==> src/rtl/store_data_aligner_pkg.sv <==
// rtl/store_data_aligner_pkg.sv - shared size codes, FSM states and buffer entry layout
package store_data_aligner_pkg;

    typedef enum logic [1:0] {
        SZ_BYTE    = 2'b00,
        SZ_HALF    = 2'b01,
        SZ_WORD    = 2'b10,
        SZ_ILLEGAL = 2'b11
    } size_e;

    typedef enum logic {
        ST_IDLE = 1'b0,
        ST_REQ  = 1'b1
    } state_e;

    // Address is kept word-aligned with the low two bits zeroed.
    typedef struct packed {
        logic [31:0] addr;
        logic [31:0] wdata;
        logic [3:0]  be;
    } entry_t;

    localparam int ENTRY_W = $bits(entry_t);

endpackage

==> src/rtl/store_data_aligner_store_fifo.sv <==
// rtl/store_data_aligner_store_fifo.sv - DEPTH-entry synchronous FIFO holding formatted stores
module store_fifo #(
    parameter int DEPTH = 2,
    parameter int WIDTH = 68
) (
    input  logic                   clock,
    input  logic                   reset_n,
    input  logic                   push,
    input  logic [WIDTH-1:0]       din,
    input  logic                   pop,
    output logic [WIDTH-1:0]       dout,
    output logic                   full,
    output logic                   empty,
    output logic [$clog2(DEPTH):0] count
);

    localparam int AW = $clog2(DEPTH);
    localparam int CW = AW + 1;
    localparam logic [CW-1:0] FULL_CNT = CW'(DEPTH);

    logic [WIDTH-1:0] mem [DEPTH];
    logic [AW-1:0]    wr_ptr;
    logic [AW-1:0]    rd_ptr;
    logic             do_push;
    logic             do_pop;

    assign full    = (count == FULL_CNT);
    assign empty   = (count == '0);
    assign do_push = push & ~full;
    assign do_pop  = pop & ~empty;
    assign dout    = mem[rd_ptr];

    // DEPTH is a power of two, so natural pointer overflow gives the modulo wrap.
    always_ff @(posedge clock or negedge reset_n) begin
        if (!reset_n) begin
            wr_ptr <= '0;
            rd_ptr <= '0;
            count  <= '0;
        end else begin
            if (do_push) wr_ptr <= wr_ptr + 1'b1;
            if (do_pop)  rd_ptr <= rd_ptr + 1'b1;
            case ({do_push, do_pop})
                2'b10:   count <= count + 1'b1;
                2'b01:   count <= count - 1'b1;
                default: count <= count;
            endcase
        end
    end

    always_ff @(posedge clock) begin
        if (do_push) mem[wr_ptr] <= din;
    end

endmodule

==> src/rtl/store_data_aligner.sv <==
// rtl/store_data_aligner.sv - formats stores into byte lanes, buffers them, drives the memory write port
module store_data_aligner
    import store_data_aligner_pkg::*;
#(
    parameter int DEPTH = 2
) (
    input  logic        clock,
    input  logic        reset_n,
    input  logic        in_valid,
    output logic        in_ready,
    input  logic [31:0] in_addr,
    input  logic [31:0] in_data,
    input  logic [1:0]  in_size,
    output logic        mem_req,
    output logic [31:0] mem_addr,
    output logic [31:0] mem_wdata,
    output logic [3:0]  mem_be,
    input  logic        mem_ack,
    output logic        misalign_err,
    output logic        busy
);

    localparam int CW = $clog2(DEPTH) + 1;
    localparam logic [CW-1:0] ONE_CNT = CW'(1);

    state_e          state;
    state_e          next_state;
    entry_t          head;
    entry_t          push_entry;
    logic [31:0]     fmt_wdata;
    logic [3:0]      fmt_be;
    logic            legal;
    logic            accept;
    logic            push;
    logic            pop;
    logic            full;
    logic            empty;
    logic [CW-1:0]   count;

    assign in_ready = ~full;
    assign accept   = in_valid & in_ready;
    assign push     = accept & legal;
    assign pop      = (state == ST_REQ) & mem_ack;

    // Big-endian lanes: lane 3 (bits 31:24) is byte offset 0.
    always_comb begin
        fmt_wdata = in_data;
        fmt_be    = 4'b1111;
        legal     = 1'b1;
        case (size_e'(in_size))
            SZ_BYTE: begin
                fmt_wdata = {4{in_data[7:0]}};
                fmt_be    = 4'b1000 >> in_addr[1:0];
            end
            SZ_HALF: begin
                fmt_wdata = {2{in_data[15:0]}};
                fmt_be    = in_addr[1] ? 4'b0011 : 4'b1100;
                legal     = ~in_addr[0];
            end
            SZ_WORD: legal = (in_addr[1:0] == 2'b00);
            default: legal = 1'b0;
        endcase
    end

    assign push_entry = '{addr: {in_addr[31:2], 2'b00}, wdata: fmt_wdata, be: fmt_be};

    store_fifo #(
        .DEPTH (DEPTH),
        .WIDTH (ENTRY_W)
    ) u_fifo (
        .clock   (clock),
        .reset_n (reset_n),
        .push    (push),
        .din     (push_entry),
        .pop     (pop),
        .dout    (head),
        .full    (full),
        .empty   (empty),
        .count   (count)
    );

    always_ff @(posedge clock or negedge reset_n) begin
        if (!reset_n) state <= ST_IDLE;
        else          state <= next_state;
    end

    // Leave REQ only when the last entry is acked with nothing arriving behind it.
    always_comb begin
        next_state = state;
        case (state)
            ST_IDLE: if (!empty) next_state = ST_REQ;
            ST_REQ:  if (mem_ack && count == ONE_CNT && !push) next_state = ST_IDLE;
            default: next_state = ST_IDLE;
        endcase
    end

    always_comb begin
        mem_req   = 1'b0;
        mem_addr  = '0;
        mem_wdata = '0;
        mem_be    = '0;
        if (state == ST_REQ) begin
            mem_req   = 1'b1;
            mem_addr  = head.addr;
            mem_wdata = head.wdata;
            mem_be    = head.be;
        end
    end

    always_ff @(posedge clock or negedge reset_n) begin
        if (!reset_n) misalign_err <= 1'b0;
        else          misalign_err <= accept & ~legal;
    end

    assign busy = (count != '0) | mem_req;

endmodule

==> config.mk <==
export PLATFORM = sky130hd
export DESIGN_NAME = store_data_aligner
export DESIGN_NICKNAME = d
export VERILOG_FILES = /design/src/rtl/store_data_aligner_pkg.sv /design/src/rtl/store_data_aligner_store_fifo.sv /design/src/rtl/store_data_aligner.sv
export SDC_FILE = /design/constraint.sdc
export NUM_CORES = 1
export LEC_CHECK = 0
export BUFFER_PORTS_ARGS = -buffer_cell sky130_fd_sc_hd__buf_2
export CORE_MARGIN = 1
export CORE_UTILIZATION = 58
export DETAILED_ROUTE_END_ITERATION = 16
export MAX_ROUTING_LAYER = met4
export PLACE_DENSITY = 0.85
export SETUP_SLACK_MARGIN = 0.15
export SYNTH_ARGS = -nofsm -noshare
export SYNTH_HDL_FRONTEND = slang
export SYNTH_SLANG_ARGS = --single-unit
==> constraint.sdc <==
create_clock -name clock -period 6.53 [get_ports clock]
set_input_delay 0.3265 -clock clock [delete_from_list [all_inputs] [get_ports clock]]
set_output_delay 0.3265 -clock clock [all_outputs]
set_load 0.005 [all_outputs]
Yosys cells after proc, flatten, opt, wreduce, memory -nomap -nowiden
Memories as Yosys holds them, arrays and structs flattened.
Cells that the tools add are included.
{ "op_classes": {"addsub": 4, "shift": 1, "bitwise_logic": 12, "mux": 14, "eq_ne": 6, "n_reduce_logical": 8} }
{ "op_table": {"columns": ["operator", "count"], "rows": [
  ["$mux 32", 2],
  ["$pmux 32 s2", 1],
  ["$mux 4", 2],
  ["$pmux 4 s2", 1],
  ["$and 1x1->1", 6],
  ["$eq 2x1->1 const B", 3],
  ["$eq 2x2->1 const B", 3],
  ["$logic_not 2->1", 3],
  ["$mux 1", 5],
  ["$not 1->1", 5],
  ["$pmux 2 s2", 1],
  ["$reduce_bool 2->1", 2],
  ["$shr 4x2->4 const A", 1],
  ["$pmux 1 s3", 1],
  ["$add 1x1->1 const B", 2],
  ["$add 2x1->2 const B", 1],
  ["$logic_and 1x1->1", 2],
  ["$pmux 1 s2", 1],
  ["$sub 2x1->2 const B", 1],
  ["$logic_not 1->1", 1],
  ["$or 1x1->1", 1]
]} }
{ "word_totals": {"out_inout_bits": 72, "memories": 1, "in_bits": 70, "regBits": 6, "ram_bits": 132} }
{ "memory_table": {"columns": ["memory", "words", "width", "rd", "rd_clocked_by_memory_dff", "write_ports", "line", "text"], "rows": [
  ["u_fifo.mem", 2, 66, 1, 0, 1, "store_data_aligner_store_fifo.sv:21", "logic [WIDTH-1:0] mem [DEPTH];"]
]} }

Logic depth before layout (Yosys ltp)
{ "logic_depth": {"word_depth": 8, "ltp_mapped": 7, "depth_no_buf": 7} }

By module
From an unflattened synthesis, not the netlist that was laid out.
{ "hier_totals": {"hier_cells": 372, "hier_area_um2": 6155.9} }
{ "by_module_without_submodules": {"columns": ["module", "cells_each", "area_each_um2", "seq_area_each_um2", "n_inst"], "rows": [
  ["store_fifo", 230, 5143.7, 4184.0, 1],
  ["store_data_aligner", 142, 1012.2, 50.0, 1]
]} }

Worst setup path before layout
Ideal clock, no wire load.
{ "synth_path": {"path_kind": "flip-flop to flip-flop", "startpoint": "register u_fifo.count[0]", "endpoint": "memory u_fifo.mem[0][0] (netlist name) (enable)", "synth_period_minus_slack_ns": 4.143, "path_buffers": 0, "path_stages_with_launch": 6, "t_required_ns": 6.040, "setup_time_ns": 0.490, "arrival_time_ns": 3.653, "slack_ns": 2.387, "cell_sequence": "dfrtp_1 -> inv_1 -> ha_1 -> nor2b_1 -> o21ai_2 -> nor2_1"} }
{ "synth_via": {"elab_chain_cells": 7} }
{ "synth_rtl": {"columns": ["element", "line", "text"], "rows": [
  ["from (decl)", "store_data_aligner_store_fifo.sv:14", "output logic [$clog2(DEPTH):0] count"],
  ["from (signal assigned)", "store_data_aligner_store_fifo.sv:43", "2'b10: count <= count + 1'b1;"],
  ["from (signal assigned)", "store_data_aligner_store_fifo.sv:44", "2'b01: count <= count - 1'b1;"],
  ["from (signal assigned)", "store_data_aligner_store_fifo.sv:45", "default: count <= count;"],
  ["$eq 2x2->1 (*)", "store_data_aligner_store_fifo.sv:27", "assign full = (count == FULL_CNT);"],
  ["$not 1->1 (*)", "store_data_aligner_store_fifo.sv:29, store_data_aligner.sv:40", null],
  ["$and 1x1->1", "store_data_aligner.sv:41", "assign accept = in_valid & in_ready;"],
  ["$and 1x1->1", "store_data_aligner.sv:42", "assign push = accept & legal;"],
  ["$and 1x1->1 (*)", "store_data_aligner_store_fifo.sv:29", "assign do_push = push & ~full;"],
  ["$mux 1 (*)", "store_data_aligner_store_fifo.sv:51", "if (do_push) mem[wr_ptr] <= din;"],
  ["$mux 1 (not written as such) (*)", "store_data_aligner_store_fifo.sv:51", null],
  ["to (decl)", "store_data_aligner_store_fifo.sv:21", null]
]} }
Every way passes the cells marked *; elsewhere a longest branch is shown, timed or not.

Final worst setup path
{ "layout_path": {"startpoint": "register u_fifo.rd_ptr", "endpoint": "output port mem_addr[11]"} }
{ "layout_via": {"elab_chain_cells": 2} }
{ "layout_rtl": {"columns": ["element", "line", "text"], "rows": [
  ["from (decl)", "store_data_aligner_store_fifo.sv:23", "logic [AW-1:0] rd_ptr;"],
  ["from (signal assigned)", "store_data_aligner_store_fifo.sv:41", "if (do_pop) rd_ptr <= rd_ptr + 1'b1;"],
  ["$mem_v2 2x66", null, null],
  ["$mux 32", "store_data_aligner.sv:102", "if (state == ST_REQ) begin"],
  ["to (decl)", "store_data_aligner.sv:15", "output logic [31:0] mem_addr,"]
]} }
No other way between the ends.

==> impl_metrics.env <==
export IMPL_hp_class="input pin to flop"
export IMPL_outcome="finished clean"
export IMPL_htreeDepth=4
export IMPL_cts_buffers=17
export IMPL_layout_commonest_cell="buf_2"
export IMPL_crit_path_start_kind="flop"
export IMPL_worstSetupEndpointType="output port"
export IMPL_vdd_drop_max_v=0.000283
export IMPL_worst_clock_skew_ps=7.26
export IMPL_clock_sinks=138
export IMPL_yosysUniqueCellTypes=27
export IMPL_grt_pass1_vias=3426
export IMPL_critPathMaxFanout=67
export IMPL_crit_end="mem_addr[11]"
export IMPL_final_cells=674
export IMPL_io_pins=142
export IMPL_fp_row_count=36
export IMPL_nets=602
export IMPL_reg2reg_to="u_fifo.mem[1][18]$_DFFE_PP_"
export IMPL_met3_usage_pct=5.29
export IMPL_grt_usage_pct=23.2
export IMPL_worst_skew_pair_late_latency_ps=500
export IMPL_hold_viol_final=0
export IMPL_ys_seq_elements=138
export IMPL_die_area_mm2=0.0106
export IMPL_max_cap_violations=0
export IMPL_wirelength_um=11800
export IMPL_cts_tree="built"
export IMPL_tightest_slew_ps=1200
export IMPL_grt_remaining_overflow=0
export IMPL_leakage_nw=3.01
export IMPL_rsz0062_at_grt="no"
export IMPL_drt_iter0_markers=138
export IMPL_fmax_mhz=373
export IMPL_antenna_found_initial=0
export IMPL_drive_gt1_share_pct=35.7
export IMPL_area_growth_pct=26.4
export IMPL_via_per_inst=5.21
export IMPL_clock_root_buffer="clkbuf_8"
export IMPL_clk_path_buf_depth=2
export IMPL_grt_pass1_wl_um=17100
export IMPL_core_area_mm2=0.00982
export IMPL_ff2ff_path_depth=6
export IMPL_vias=3512
export IMPL_dr_pass1_iters=4
export IMPL_slew_viol_final=0
export IMPL_gp_congestion=0.781
export IMPL_min_period_over_period_pct=41.1
export IMPL_port_buffers=139
export IMPL_initial_core_util_pct=60.3
export IMPL_die_h_um=103
export IMPL_dieWidth_um=103
export IMPL_path_class="flop to output port"
export IMPL_rrSetupSlack_ps=3950
export IMPL_n_antenna_cell=0
export IMPL_grt_max_degree=71
export IMPL_drt_antenna_violating_nets=0
export IMPL_slew_headroom_pct=20.2
export IMPL_ctsResizeCount=0
export IMPL_yosysWarnings=0
export IMPL_post_cts_setup_buffer_count=0
export IMPL_syn_cell_area_mm2=0.00592
export IMPL_layout_common_cells="139 x buf_2, 132 x edfxtp_1, 74 x mux2i_1"
export IMPL_netlist_instances=366
export IMPL_cellPowerDensity_mw_per_mm2=412
export IMPL_reg2reg_from="u_fifo.count[0]$_DFFE_PN0P_"
export IMPL_drc=0
export IMPL_hpwl_um=6820
export IMPL_worstPathRequired_ps=6200
export IMPL_met1_usage_pct=28.9
export IMPL_yosysSeqAreaShare_pct=69.5
export IMPL_setup_violations=0
export IMPL_grt_busiest_layer="met2"
export IMPL_placed_cells=620
export IMPL_routedWlPerCell_um=17.5
export IMPL_tns_ps=0
export IMPL_cp_startpoint="u_fifo.rd_ptr$_DFFE_PN0P_"
export IMPL_min_period_ps=2680
export IMPL_path_clk_slew_ps=60
export IMPL_grt_use_met2_pct=37.6
export IMPL_avgSynthCellArea_um2=16.2
export IMPL_worstPathArrival_ps=2360
cells in the mapped netlist, drive strengths merged:
cell    number  share of area [%]
edfxtp     132                 67
mux2i       74                 13
nor2b       68                7.2
mux2        16                3.0
buf         15                2.5
nand2       10               0.63
o21ai       10               0.91
clkbuf       6               0.38
dfrtp        6                2.5
inv          5               0.32
nor2         5               0.40
ha           4               0.85
o21bai       4               0.51
xnor2        3               0.44
a21boi       1               0.13
a21oi        1              0.084
and3         1               0.11
conb         1              0.063
nand2b       1               0.11
nor3         1              0.084
nor3b        1               0.13
xor2         1               0.15
worst max-delay path: stages (launching register included):
cell     delay, ps
dfrtp_4       1200
mux2i_1        220
nor2b_1        230
buf_2          150
final cells by class:
cell class                      count  area (µm²)
Sequential cell                   138        4120
Fill cell                         607        2340
Multi-Input combinational cell    203        1640
Timing Repair Buffer              163         931
Clock buffer                       19         422
Clock inverter                     13         189
Tap cell                          133         166
Inverter                            5        18.8
metal layers:
layer	vias to the layer above	wire length [µm]	part of all wire (%)
met5	-	0	0
met4	0	97	0.82
met3	14	750	6.3
li1	1666	-	-
met1	1692	5120	43
met2	140	5850	49
registers in the layout (all words and copies together), names as in the netlist:
name	flops
u_fifo.rd_ptr	1
u_fifo.count	2
state	1
u_fifo.mem	132
misalign_err	1
u_fifo.wr_ptr	1
logic make-up (layout without fill, tap and decap cells):
family,Yosys count,in the layout,synth area share [%]
buf+inv,26,200,3.19
flops,138,138,69.5
compound gates,16,16,1.63
xor+xnor,4,4,0.592
mux,90,90,15.6
simple gates,87,87,8.64
other cells,1,2,0.0633
fa+ha+maj,4,4,0.845
where the power goes:
group	switching (mW)	total, mW	internal [mW]
combinational	0.354	0.814	0.460
sequential	0.191	1.29	1.10
clock	0.356	0.979	0.624
total	0.900	3.09	2.19
through the flow:
step	instance area [µm²]	hold slack [ps]	utilization, %	total power, mW	worst slack, ps
5_1_grt	7480	2.65	76.2	3.24	3700
3_3_place_gp	6650	156	67.7	2.08	3970
6_report	7480	29.6	76.2	3.09	3850
2_1_floorplan	5920	30.9	-	1.80	2390
3_5_place_dp	6650	159	67.7	2.11	3880
4_1_cts	7430	0.115	75.7	3.09	3800
repair_timing:
| item | 4_1_cts | 5_1_grt |
|---|---|---|
| endpoints found under the setup margin | 0 | 0 |
| hold buffers | 17 | 5 |
| hold endpoints to repair | 38 | 8 |
how the worst min path moves through the flow:
stage / end / cells past startpoint / slack (ps) / startpoint
6_report: u_fifo.mem[1][55]$_DFFE_PP_ / 1 / 30 / in_addr[21]
5_1_grt: u_fifo.mem[1][46]$_DFFE_PP_ / 1 / 3 / in_addr[12]
4_1_cts: u_fifo.mem[0][42]$_DFFE_PP_ / 1 / 0.1 / in_addr[8]
3_5_place_dp: misalign_err$_DFF_PN0_ / 1 / 160 / reset_n
3_3_place_gp: misalign_err$_DFF_PN0_ / 1 / 160 / reset_n
2_1_floorplan: misalign_err$_DFF_PN0_ / 0 / 30 / reset_n
Power figures use the tool's default switching activity.
